===== src/rtl/uart_tx_param_if.sv =====
// -----------------------------------------------------------------------------
// uart_tx_param_if
//   Word-level handshake bundle between a TX source (host FSM or TX FIFO) and
//   the uart_tx_param transmitter. The per-frame configuration travels with
//   the word because it is sampled on the same accept edge.
//
// Signals
//   tx_data     DATA_BITS  word to send
//   tx_valid    1          source has a word
//   tx_ready    1          transmitter can take a word (idle)
//   set_baud    3          baud select: 0=9600 1=19200 2=38400 3=57600
//                          4=115200, 5..7 -> 9600
//   parity_mode 2          00 none, 01 even, 10 odd, 11 none
//   stop2       1          0 = one stop bit, 1 = two stop bits
//
// Modports
//   master  source side (drives word and configuration, reads tx_ready)
//   slave   transmitter side
// -----------------------------------------------------------------------------
interface uart_tx_param_if #(
    parameter int DATA_BITS = 8
);
    logic [DATA_BITS-1:0] tx_data;
    logic                 tx_valid;
    logic                 tx_ready;
    logic [2:0]           set_baud;
    logic [1:0]           parity_mode;
    logic                 stop2;

    modport master (
        output tx_data, tx_valid, set_baud, parity_mode, stop2,
        input  tx_ready
    );

    modport slave (
        input  tx_data, tx_valid, set_baud, parity_mode, stop2,
        output tx_ready
    );
endinterface


===== src/rtl/uart_tx_param.sv =====
// -----------------------------------------------------------------------------
// uart_tx_param
//   Parametrised UART transmitter. One word per ready/valid handshake, baud
//   rate, parity mode and stop-bit count chosen per frame at accept time.
//   Frame: start(0), DATA_BITS data bits LSB first, optional parity, 1 or 2
//   stop bits. Every bit is held DIV = CLK_FREQ / baud clock cycles.
//
// Build option
//   UART_TX_PARITY_EN  defined   : PARITY state and parity logic are built.
//                      undefined : parity_mode is ignored, no parity bit sent.
//
// Parameters
//   CLK_FREQ   system clock frequency in Hz
//   DATA_BITS  word width, 5..9
//
// Ports
//   clk      system clock, rising edge
//   rst      synchronous reset, active high; abandons a frame in flight
//   bus      uart_tx_param_if.slave: tx_data/tx_valid/tx_ready plus the
//            per-frame set_baud/parity_mode/stop2 configuration
//   tx       registered serial line, idle high
//   tx_done  one-cycle pulse in the final line cycle of a frame
//   busy     inverse of tx_ready
//
// Timing
//   The start bit is on the line in the first cycle after accept. The last
//   cycle of the stop period is spent in IDLE with tx_done high, so a word
//   accepted on that edge starts its start bit with no idle gap and the frame
//   period stays exactly (1 + DATA_BITS + P + S) * DIV cycles.
// -----------------------------------------------------------------------------
module uart_tx_param #(
    parameter int CLK_FREQ  = 50_000_000,
    parameter int DATA_BITS = 8
) (
    input  logic           clk,
    input  logic           rst,
    uart_tx_param_if.slave bus,
    output logic           tx,
    output logic           tx_done,
    output logic           busy
);

    localparam int DIV_9600   = CLK_FREQ / 9600;
    localparam int DIV_19200  = CLK_FREQ / 19200;
    localparam int DIV_38400  = CLK_FREQ / 38400;
    localparam int DIV_57600  = CLK_FREQ / 57600;
    localparam int DIV_115200 = CLK_FREQ / 115200;

    // 9600 baud always gives the largest divisor; the counter only ever has
    // to reach DIV-1, so $clog2(DIV) bits are enough.
    localparam int CNT_W = (DIV_9600 > 1) ? $clog2(DIV_9600) : 1;
    localparam int BIT_W = $clog2(DATA_BITS);

    typedef logic [CNT_W-1:0] cnt_t;
    typedef logic [BIT_W-1:0] bit_idx_t;

    typedef enum logic [2:0] {
        S_IDLE,
        S_START,
        S_DATA,
`ifdef UART_TX_PARITY_EN
        S_PARITY,
`endif
        S_STOP
    } state_t;

    // Divisor minus one, so it fits the counter even when DIV is a power of 2.
    function automatic cnt_t div_m1(input logic [2:0] sel);
        case (sel)
            3'd1:    return cnt_t'(DIV_19200 - 1);
            3'd2:    return cnt_t'(DIV_38400 - 1);
            3'd3:    return cnt_t'(DIV_57600 - 1);
            3'd4:    return cnt_t'(DIV_115200 - 1);
            default: return cnt_t'(DIV_9600 - 1);
        endcase
    endfunction

    // Architectural state
    state_t               r_state;
    cnt_t                 r_cnt;
    cnt_t                 r_div_m1;
    logic [DATA_BITS-1:0] r_shift;
    bit_idx_t             r_bit_idx;
    logic                 r_stop2;
    logic                 r_stop_more;  // another stop bit follows the current one
    logic                 r_tx;
    logic                 r_tx_done;
`ifdef UART_TX_PARITY_EN
    logic                 r_par_en;
    logic                 r_par_bit;
`endif

    // Next-state values
    state_t               w_state_next;
    cnt_t                 w_cnt_next;
    logic [DATA_BITS-1:0] w_shift_next;
    bit_idx_t             w_bit_next;
    logic                 w_stop_more_next;
    logic                 w_tx_next;
    logic                 w_done_next;

    logic                 w_idle;
    logic                 w_accept;
    logic                 w_bit_end;
    logic                 w_last_data;

    assign w_idle      = (r_state == S_IDLE);
    assign w_accept    = w_idle && bus.tx_valid;
    assign w_bit_end   = (r_cnt == r_div_m1);
    assign w_last_data = (r_bit_idx == bit_idx_t'(DATA_BITS - 1));

    assign bus.tx_ready = w_idle;
    assign busy         = ~w_idle;
    assign tx           = r_tx;
    assign tx_done      = r_tx_done;

    // State register and per-frame configuration latch.
    // NOTE: sequential state uses non-blocking assignments only, so every
    // register samples values from before the edge regardless of block order.
    always_ff @(posedge clk) begin
        if (rst) begin
            // NOTE: the shift register and counters are plain flops, not a
            // memory array, so clearing them on reset costs nothing extra.
            r_state     <= S_IDLE;
            r_cnt       <= '0;
            r_shift     <= '0;
            r_bit_idx   <= '0;
            r_stop_more <= 1'b0;
            r_tx        <= 1'b1;
            r_tx_done   <= 1'b0;
            r_div_m1    <= '0;
            r_stop2     <= 1'b0;
`ifdef UART_TX_PARITY_EN
            r_par_en    <= 1'b0;
            r_par_bit   <= 1'b0;
`endif
        end else begin
            r_state     <= w_state_next;
            r_cnt       <= w_cnt_next;
            r_shift     <= w_shift_next;
            r_bit_idx   <= w_bit_next;
            r_stop_more <= w_stop_more_next;
            r_tx        <= w_tx_next;
            r_tx_done   <= w_done_next;
            if (w_accept) begin
                r_div_m1  <= div_m1(bus.set_baud);
                r_stop2   <= bus.stop2;
`ifdef UART_TX_PARITY_EN
                r_par_en  <= (bus.parity_mode == 2'b01) || (bus.parity_mode == 2'b10);
                r_par_bit <= (^bus.tx_data) ^ (bus.parity_mode == 2'b10);
`endif
            end
        end
    end

    // Next-state and registered-output logic. w_tx_next is the line level for
    // the coming cycle, which is why each transition loads the next bit.
    // NOTE: every output of this block is assigned a default first so no path
    // leaves one unassigned and no latch is inferred.
    always_comb begin
        w_state_next     = r_state;
        w_cnt_next       = r_cnt;
        w_shift_next     = r_shift;
        w_bit_next       = r_bit_idx;
        w_stop_more_next = r_stop_more;
        w_tx_next        = r_tx;
        w_done_next      = 1'b0;

        case (r_state)
            S_IDLE: begin
                w_tx_next = 1'b1;
                if (bus.tx_valid) begin
                    w_state_next = S_START;
                    w_cnt_next   = '0;
                    w_shift_next = bus.tx_data;
                    w_tx_next    = 1'b0;
                end
            end

            S_START: begin
                w_cnt_next = r_cnt + 1'b1;
                if (w_bit_end) begin
                    w_state_next = S_DATA;
                    w_cnt_next   = '0;
                    w_bit_next   = '0;
                    w_tx_next    = r_shift[0];
                    w_shift_next = r_shift >> 1;
                end
            end

            S_DATA: begin
                w_cnt_next = r_cnt + 1'b1;
                if (w_bit_end) begin
                    w_cnt_next = '0;
                    if (w_last_data) begin
`ifdef UART_TX_PARITY_EN
                        if (r_par_en) begin
                            w_state_next = S_PARITY;
                            w_tx_next    = r_par_bit;
                        end else begin
                            w_state_next     = S_STOP;
                            w_tx_next        = 1'b1;
                            w_stop_more_next = r_stop2;
                        end
`else
                        w_state_next     = S_STOP;
                        w_tx_next        = 1'b1;
                        w_stop_more_next = r_stop2;
`endif
                    end else begin
                        w_bit_next   = r_bit_idx + 1'b1;
                        w_tx_next    = r_shift[0];
                        w_shift_next = r_shift >> 1;
                    end
                end
            end

`ifdef UART_TX_PARITY_EN
            S_PARITY: begin
                w_cnt_next = r_cnt + 1'b1;
                if (w_bit_end) begin
                    w_state_next     = S_STOP;
                    w_cnt_next       = '0;
                    w_tx_next        = 1'b1;
                    w_stop_more_next = r_stop2;
                end
            end
`endif

            S_STOP: begin
                w_cnt_next = r_cnt + 1'b1;
                w_tx_next  = 1'b1;
                if (r_stop_more) begin
                    if (w_bit_end) begin
                        w_cnt_next       = '0;
                        w_stop_more_next = 1'b0;
                    end
                end else if (r_cnt == r_div_m1 - 1'b1) begin
                    // The final stop cycle is the IDLE/tx_done cycle, so leave
                    // one count early to allow a gapless next frame.
                    w_state_next = S_IDLE;
                    w_cnt_next   = '0;
                    w_done_next  = 1'b1;
                end
            end

            default: begin
                w_state_next = S_IDLE;
                w_tx_next    = 1'b1;
            end
        endcase
    end

endmodule

===== src/flat_wrapper.sv =====
// flat-port wrapper written by rule: the top's interface ports become plain ports
module uart_tx_param_flat 
#(
    parameter int CLK_FREQ  = 50_000_000,
    parameter int DATA_BITS = 8
)
  (clk, rst, tx, tx_done, busy, bus_tx_data, bus_tx_valid, bus_set_baud, bus_parity_mode, bus_stop2, bus_tx_ready);
  uart_tx_param_if #(.DATA_BITS(DATA_BITS)) bus_i ();
  input  logic clk;
  input  logic rst;
  output logic tx;
  output logic tx_done;
  output logic busy;
  input wire logic [$bits(bus_i.tx_data)-1:0] bus_tx_data;
  input wire logic [$bits(bus_i.tx_valid)-1:0] bus_tx_valid;
  input wire logic [$bits(bus_i.set_baud)-1:0] bus_set_baud;
  input wire logic [$bits(bus_i.parity_mode)-1:0] bus_parity_mode;
  input wire logic [$bits(bus_i.stop2)-1:0] bus_stop2;
  output wire logic [$bits(bus_i.tx_ready)-1:0] bus_tx_ready;
  assign bus_i.tx_data = bus_tx_data;
  assign bus_i.tx_valid = bus_tx_valid;
  assign bus_i.set_baud = bus_set_baud;
  assign bus_i.parity_mode = bus_parity_mode;
  assign bus_i.stop2 = bus_stop2;
  assign bus_tx_ready = bus_i.tx_ready;
  uart_tx_param #(.CLK_FREQ(CLK_FREQ), .DATA_BITS(DATA_BITS)) u_core (.clk(clk), .rst(rst), .bus(bus_i), .tx(tx), .tx_done(tx_done), .busy(busy));
endmodule

===== config.mk =====
export PLATFORM = sky130hd
export DESIGN_NAME = uart_tx_param_flat
export DESIGN_NICKNAME = d
export VERILOG_FILES = /design/src/rtl/uart_tx_param_if.sv /design/src/rtl/uart_tx_param.sv /design/src/flat_wrapper.sv
export SDC_FILE = /design/constraint.sdc
export NUM_CORES = 1
export LEC_CHECK = 0
export ABC_AREA = 1
export CORE_MARGIN = 4
export CORE_UTILIZATION = 59
export DETAILED_ROUTE_END_ITERATION = 7
export PLACE_DENSITY_LB_ADDON = 0.08
export SYNTH_ARGS = -nofsm -noshare
export SYNTH_HDL_FRONTEND = slang
export SYNTH_SLANG_ARGS = --single-unit

===== constraint.sdc =====
create_clock -name clk -period 2 [get_ports clk]
set_input_delay 0.4 -clock clk [delete_from_list [all_inputs] [get_ports clk]]
set_output_delay 0.4 -clock clk [all_outputs]
set_load 0.02 [all_outputs]

==> results.sh <==
export IMPL_htreeDepth=2
export IMPL_layout_core_utilization=0.735
export IMPL_num_io_pins=21
export IMPL_gp_congestion=0.920
export IMPL_peakVddDrop_mv=0.870
export IMPL_core_area_sq_mm=0.00450
export IMPL_worst_setup_hold_path_clk_slew_ps=90
export IMPL_part_of_the_yosys_area_used_for_sequential_elements=0.289
export IMPL_die_w_microns=77.3
export IMPL_critical_path_buf_inv_count=1
export IMPL_final_setup_viol_count=0
export IMPL_power_leakage_nw=1.38
export IMPL_synth_largest_area_cell="sky130_fd_sc_hd__dfxtp_1"
export IMPL_cts_root_buffer="sky130_fd_sc_hd__clkbuf_8"
export IMPL_first_iteration_detailed_routing_drc_count=242
export IMPL_synth_seq_cells=41
export IMPL_clk_latency_ps=300
export IMPL_postLayoutSetupSlackWorst_ps=141
export IMPL_globalRouteTotalUtil=0.227
export IMPL_grt_start_max_net_pins=22
export IMPL_detail_route_wl_per_cell_microns=13.0
export IMPL_post_route_min_period_ps=1860
export IMPL_final_nets=477
export IMPL_finClkSkew_ps=10.8
export IMPL_run_status="completed"
export IMPL_worstHoldStart="u_core.r_shift[6]$_SDFFE_PP0P_"
export IMPL_layout_drive_gt1_share=0.206
export IMPL_tightest_slew_ps=363
export IMPL_timing_critical_path_slowest_cell_delay_ps=490
export IMPL_fillers=373
export IMPL_cts_max_path_buffers=2
export IMPL_post_cts_repair_setup_buffers=0
export IMPL_grt_pass1_wl_microns=11200
export IMPL_synth_nets=443
export IMPL_synth_area_leaders="sky130_fd_sc_hd__dfxtp_1, sky130_fd_sc_hd__nand2_1, sky130_fd_sc_hd__a21oi_1"
export IMPL_timing_critical_path_from="u_core.r_cnt[8]$_SDFFE_PP0P_"
export IMPL_syn_to_final_growth_pct=16.8
export IMPL_via_count_of_the_first_global_routing_pass=2534
export IMPL_largest_fanout_of_any_net_on_the_critical_path=13
export IMPL_clock_fmax_mhz=538
export IMPL_hold_buffers=0
export IMPL_cts_resized=4
export IMPL_holdCritPathClass="reg2reg"
export IMPL_final_max_slew_viol_count=0
export IMPL_numCtsBuffers=5
export IMPL_end_kind="flop"
export IMPL_detail_route_antenna_nets=0
export IMPL_crit_path_cell_trace="xor2_1 > inv_1 > nand2_1 > nand2_1 > nor2_1 > nand2_1 > nor2_2 > nand2_2 > nand2_4 > nand2_8 > nand3_1 > a21oi_1"
export IMPL_type_of_the_worst_setup_path="reg2reg"
export IMPL_remaining_drcs=0
export IMPL_detailroute_via_count=2730
export IMPL_period_share=0.930
export IMPL_cpLargestDelayFamily="simple AND/OR/NAND/NOR gates"
export IMPL_critical_path_top_cell_by_count="sky130_fd_sc_hd__nand2_1"
export IMPL_timing_rr_start="u_core.r_cnt[8]$_SDFFE_PP0P_"
export IMPL_yosys_cell_types_count=38
export IMPL_floorplan_die_area_sq_mm=0.00598
export IMPL_syn_instance_count=416
export IMPL_number_of_antenna_violations_at_the_first_check_in_global_routing=0
export IMPL_syn_avg_cell_area_sq_um=6.82
export IMPL_cts_tree="done"
export IMPL_viasPerCell=5.43
export IMPL_yosys_warnings=0
export IMPL_place_worst_setup_slack_ps=-56.3
export IMPL_drt_wl_total_microns=6550
export IMPL_timing_critical_path_from_type="flop"
export IMPL_antenna_cells_inserted=0
export IMPL_overflow=0
export IMPL_crit_arrival_ps=2030
export IMPL_clock_sinks=41
export IMPL_most_frequent_cells_after_synthesis="sky130_fd_sc_hd__nand2_1, sky130_fd_sc_hd__inv_1, sky130_fd_sc_hd__dfxtp_1"
export IMPL_data_required_time_at_the_worst_endpoint_ps=2170
export IMPL_synth_most_common_cell="sky130_fd_sc_hd__nand2_1"
export IMPL_ys_flop_type="sky130_fd_sc_hd__dfxtp_1"
export IMPL_fp_dieH_microns=77.3
export IMPL_place_port_buffers=18
export IMPL_synth_enable_flop_cells=0
export IMPL_detail_route_first_pass_iterations=4
export IMPL_final_total_power_mw=3.91
export IMPL_synth_async_reset_ratio=0
export IMPL_cp_slowest_cell="sky130_fd_sc_hd__dfxtp_1"
export IMPL_syn_area_sq_mm=0.00284
export IMPL_timing_hold_violations_final=0
export IMPL_timing_max_slew_rel_slack=0.757
export IMPL_cellPowerDensity_mw_per_mm2=1180
export IMPL_synth_largest_type_area_fraction=0.289
export IMPL_drv_max_cap_violation_count=0
export IMPL_initial_core_utilization=0.629
export IMPL_core_rowCount=24
export IMPL_post_detailed_placement_half_perimeter_wirelength_microns=4970
where the power goes:
part	total [mW]	switching (mW)	leakage (nW)	internal [mW]
clock	0.696	0.289	0.0585	0.407
sequential	1.14	0.147	0.337	0.989
combinational	2.08	1.27	0.988	0.816
metrics by stage:
| stage | TNS (ps) | std cells | hold WS [ps] | cell area [sq um] |
|---|---|---|---|---|
| after floorplan | 0 | 416 | 430 | 2840 |
| after global placement | -26.3 | 495 | 448 | 3150 |
| after detailed placement | -405 | 495 | 459 | 3150 |
| after CTS | 0 | 503 | 470 | 3270 |
| after global routing | -6.11 | 503 | 490 | 3310 |
| final | 0 | 503 | 469 | 3310 |
metal layers:
layer / GRT usage / vias to the layer above / routed length [microns]
met5: 0 / - / 0
met4: 0.0730 / 0 / 140
met3: 0.0386 / 14 / 295
met2: 0.406 / 74 / 3210
met1: 0.276 / 1231 / 2910
li1: - / 1411 / -
state kept, by name, indices dropped and copies added, names as in the netlist:
name                flops
u_core.r_stop2          1
u_core.r_state          2
u_core.r_div_m1        11
u_core.r_cnt           13
u_core.r_stop_more      1
u_core.r_bit_idx        3
u_core.tx_done          1
u_core.tx               1
u_core.r_shift          8
cell families (layout without fill, tap and decap cells):
family / after synthesis / in the layout / synth area share
fa+ha+maj: 10 / 10 / 0.0441
buf+inv: 59 / 94 / 0.0936
simple gates: 224 / 224 / 0.382
xor+xnor: 11 / 11 / 0.0366
compound gates: 71 / 71 / 0.154
flops: 41 / 41 / 0.289
cell type report:
type | count | area [sq um] | area share
Multi-Input combinational cell | 316 | 1790 | 0.539
Timing Repair Buffer | 39 | 337 | 0.102
Sequential cell | 41 | 827 | 0.250
Clock inverter | 1 | 30.0 | 0.00907
Clock buffer | 7 | 86.3 | 0.0261
Tap cell | 52 | 65.1 | 0.0197
Inverter | 47 | 180 | 0.0544
worst paths after layout:
| path | cells past startpoint | slack [ps] | endpoint |
|---|---|---|---|
| max reg2reg | 12 | 140 | u_core.r_cnt[1]$_SDFFE_PP0P_ |
| min reg2reg | 2 | 470 | u_core.r_shift[6]$_SDFFE_PP0P_ |
| max | 12 | 140 | u_core.r_cnt[1]$_SDFFE_PP0P_ |
| min | 2 | 470 | u_core.r_shift[6]$_SDFFE_PP0P_ |
cells in the final DEF (no fill, tap or decap), types with 2 or more instances in the layout:
cell                              count
sky130_fd_sc_hd__or2_2                8
sky130_fd_sc_hd__ha_1                 9
sky130_fd_sc_hd__xor2_1               4
sky130_fd_sc_hd__a21oi_2             11
sky130_fd_sc_hd__nand3_1             22
sky130_fd_sc_hd__xnor2_1              6
sky130_fd_sc_hd__nand3b_1             3
sky130_fd_sc_hd__nand2_1            112
sky130_fd_sc_hd__nor3_2               2
sky130_fd_sc_hd__o21ai_1              2
sky130_fd_sc_hd__nor2_2               8
sky130_fd_sc_hd__inv_1               42
sky130_fd_sc_hd__nor3_1               4
sky130_fd_sc_hd__o211ai_1             2
sky130_fd_sc_hd__nand4_1              2
sky130_fd_sc_hd__nand2_2              3
sky130_fd_sc_hd__nor2_1              38
sky130_fd_sc_hd__clkdlybuf4s50_1     16
sky130_fd_sc_hd__dfxtp_1             36
sky130_fd_sc_hd__nand2_4              4
sky130_fd_sc_hd__nor2_4               5
sky130_fd_sc_hd__buf_4               21
sky130_fd_sc_hd__o2111ai_1            7
sky130_fd_sc_hd__nand3_2             10
sky130_fd_sc_hd__clkbuf_8             6
sky130_fd_sc_hd__inv_2                4
sky130_fd_sc_hd__a21oi_1             33
sky130_fd_sc_hd__o21ai_0             13
sky130_fd_sc_hd__dfxtp_2              5
worst register-to-register path: stages, from the launching register on:
cell	delay (ps)
sky130_fd_sc_hd__dfxtp_1	490
sky130_fd_sc_hd__xor2_1	310
sky130_fd_sc_hd__inv_1	70
sky130_fd_sc_hd__nand2_1	80
sky130_fd_sc_hd__nand2_1	60
sky130_fd_sc_hd__nor2_1	80
sky130_fd_sc_hd__nand2_1	60
sky130_fd_sc_hd__nor2_2	90
sky130_fd_sc_hd__nand2_2	90
sky130_fd_sc_hd__nand2_4	110
sky130_fd_sc_hd__nand2_8	110
sky130_fd_sc_hd__nand3_1	100
sky130_fd_sc_hd__a21oi_1	70
Power figures use the tool's default switching activity.
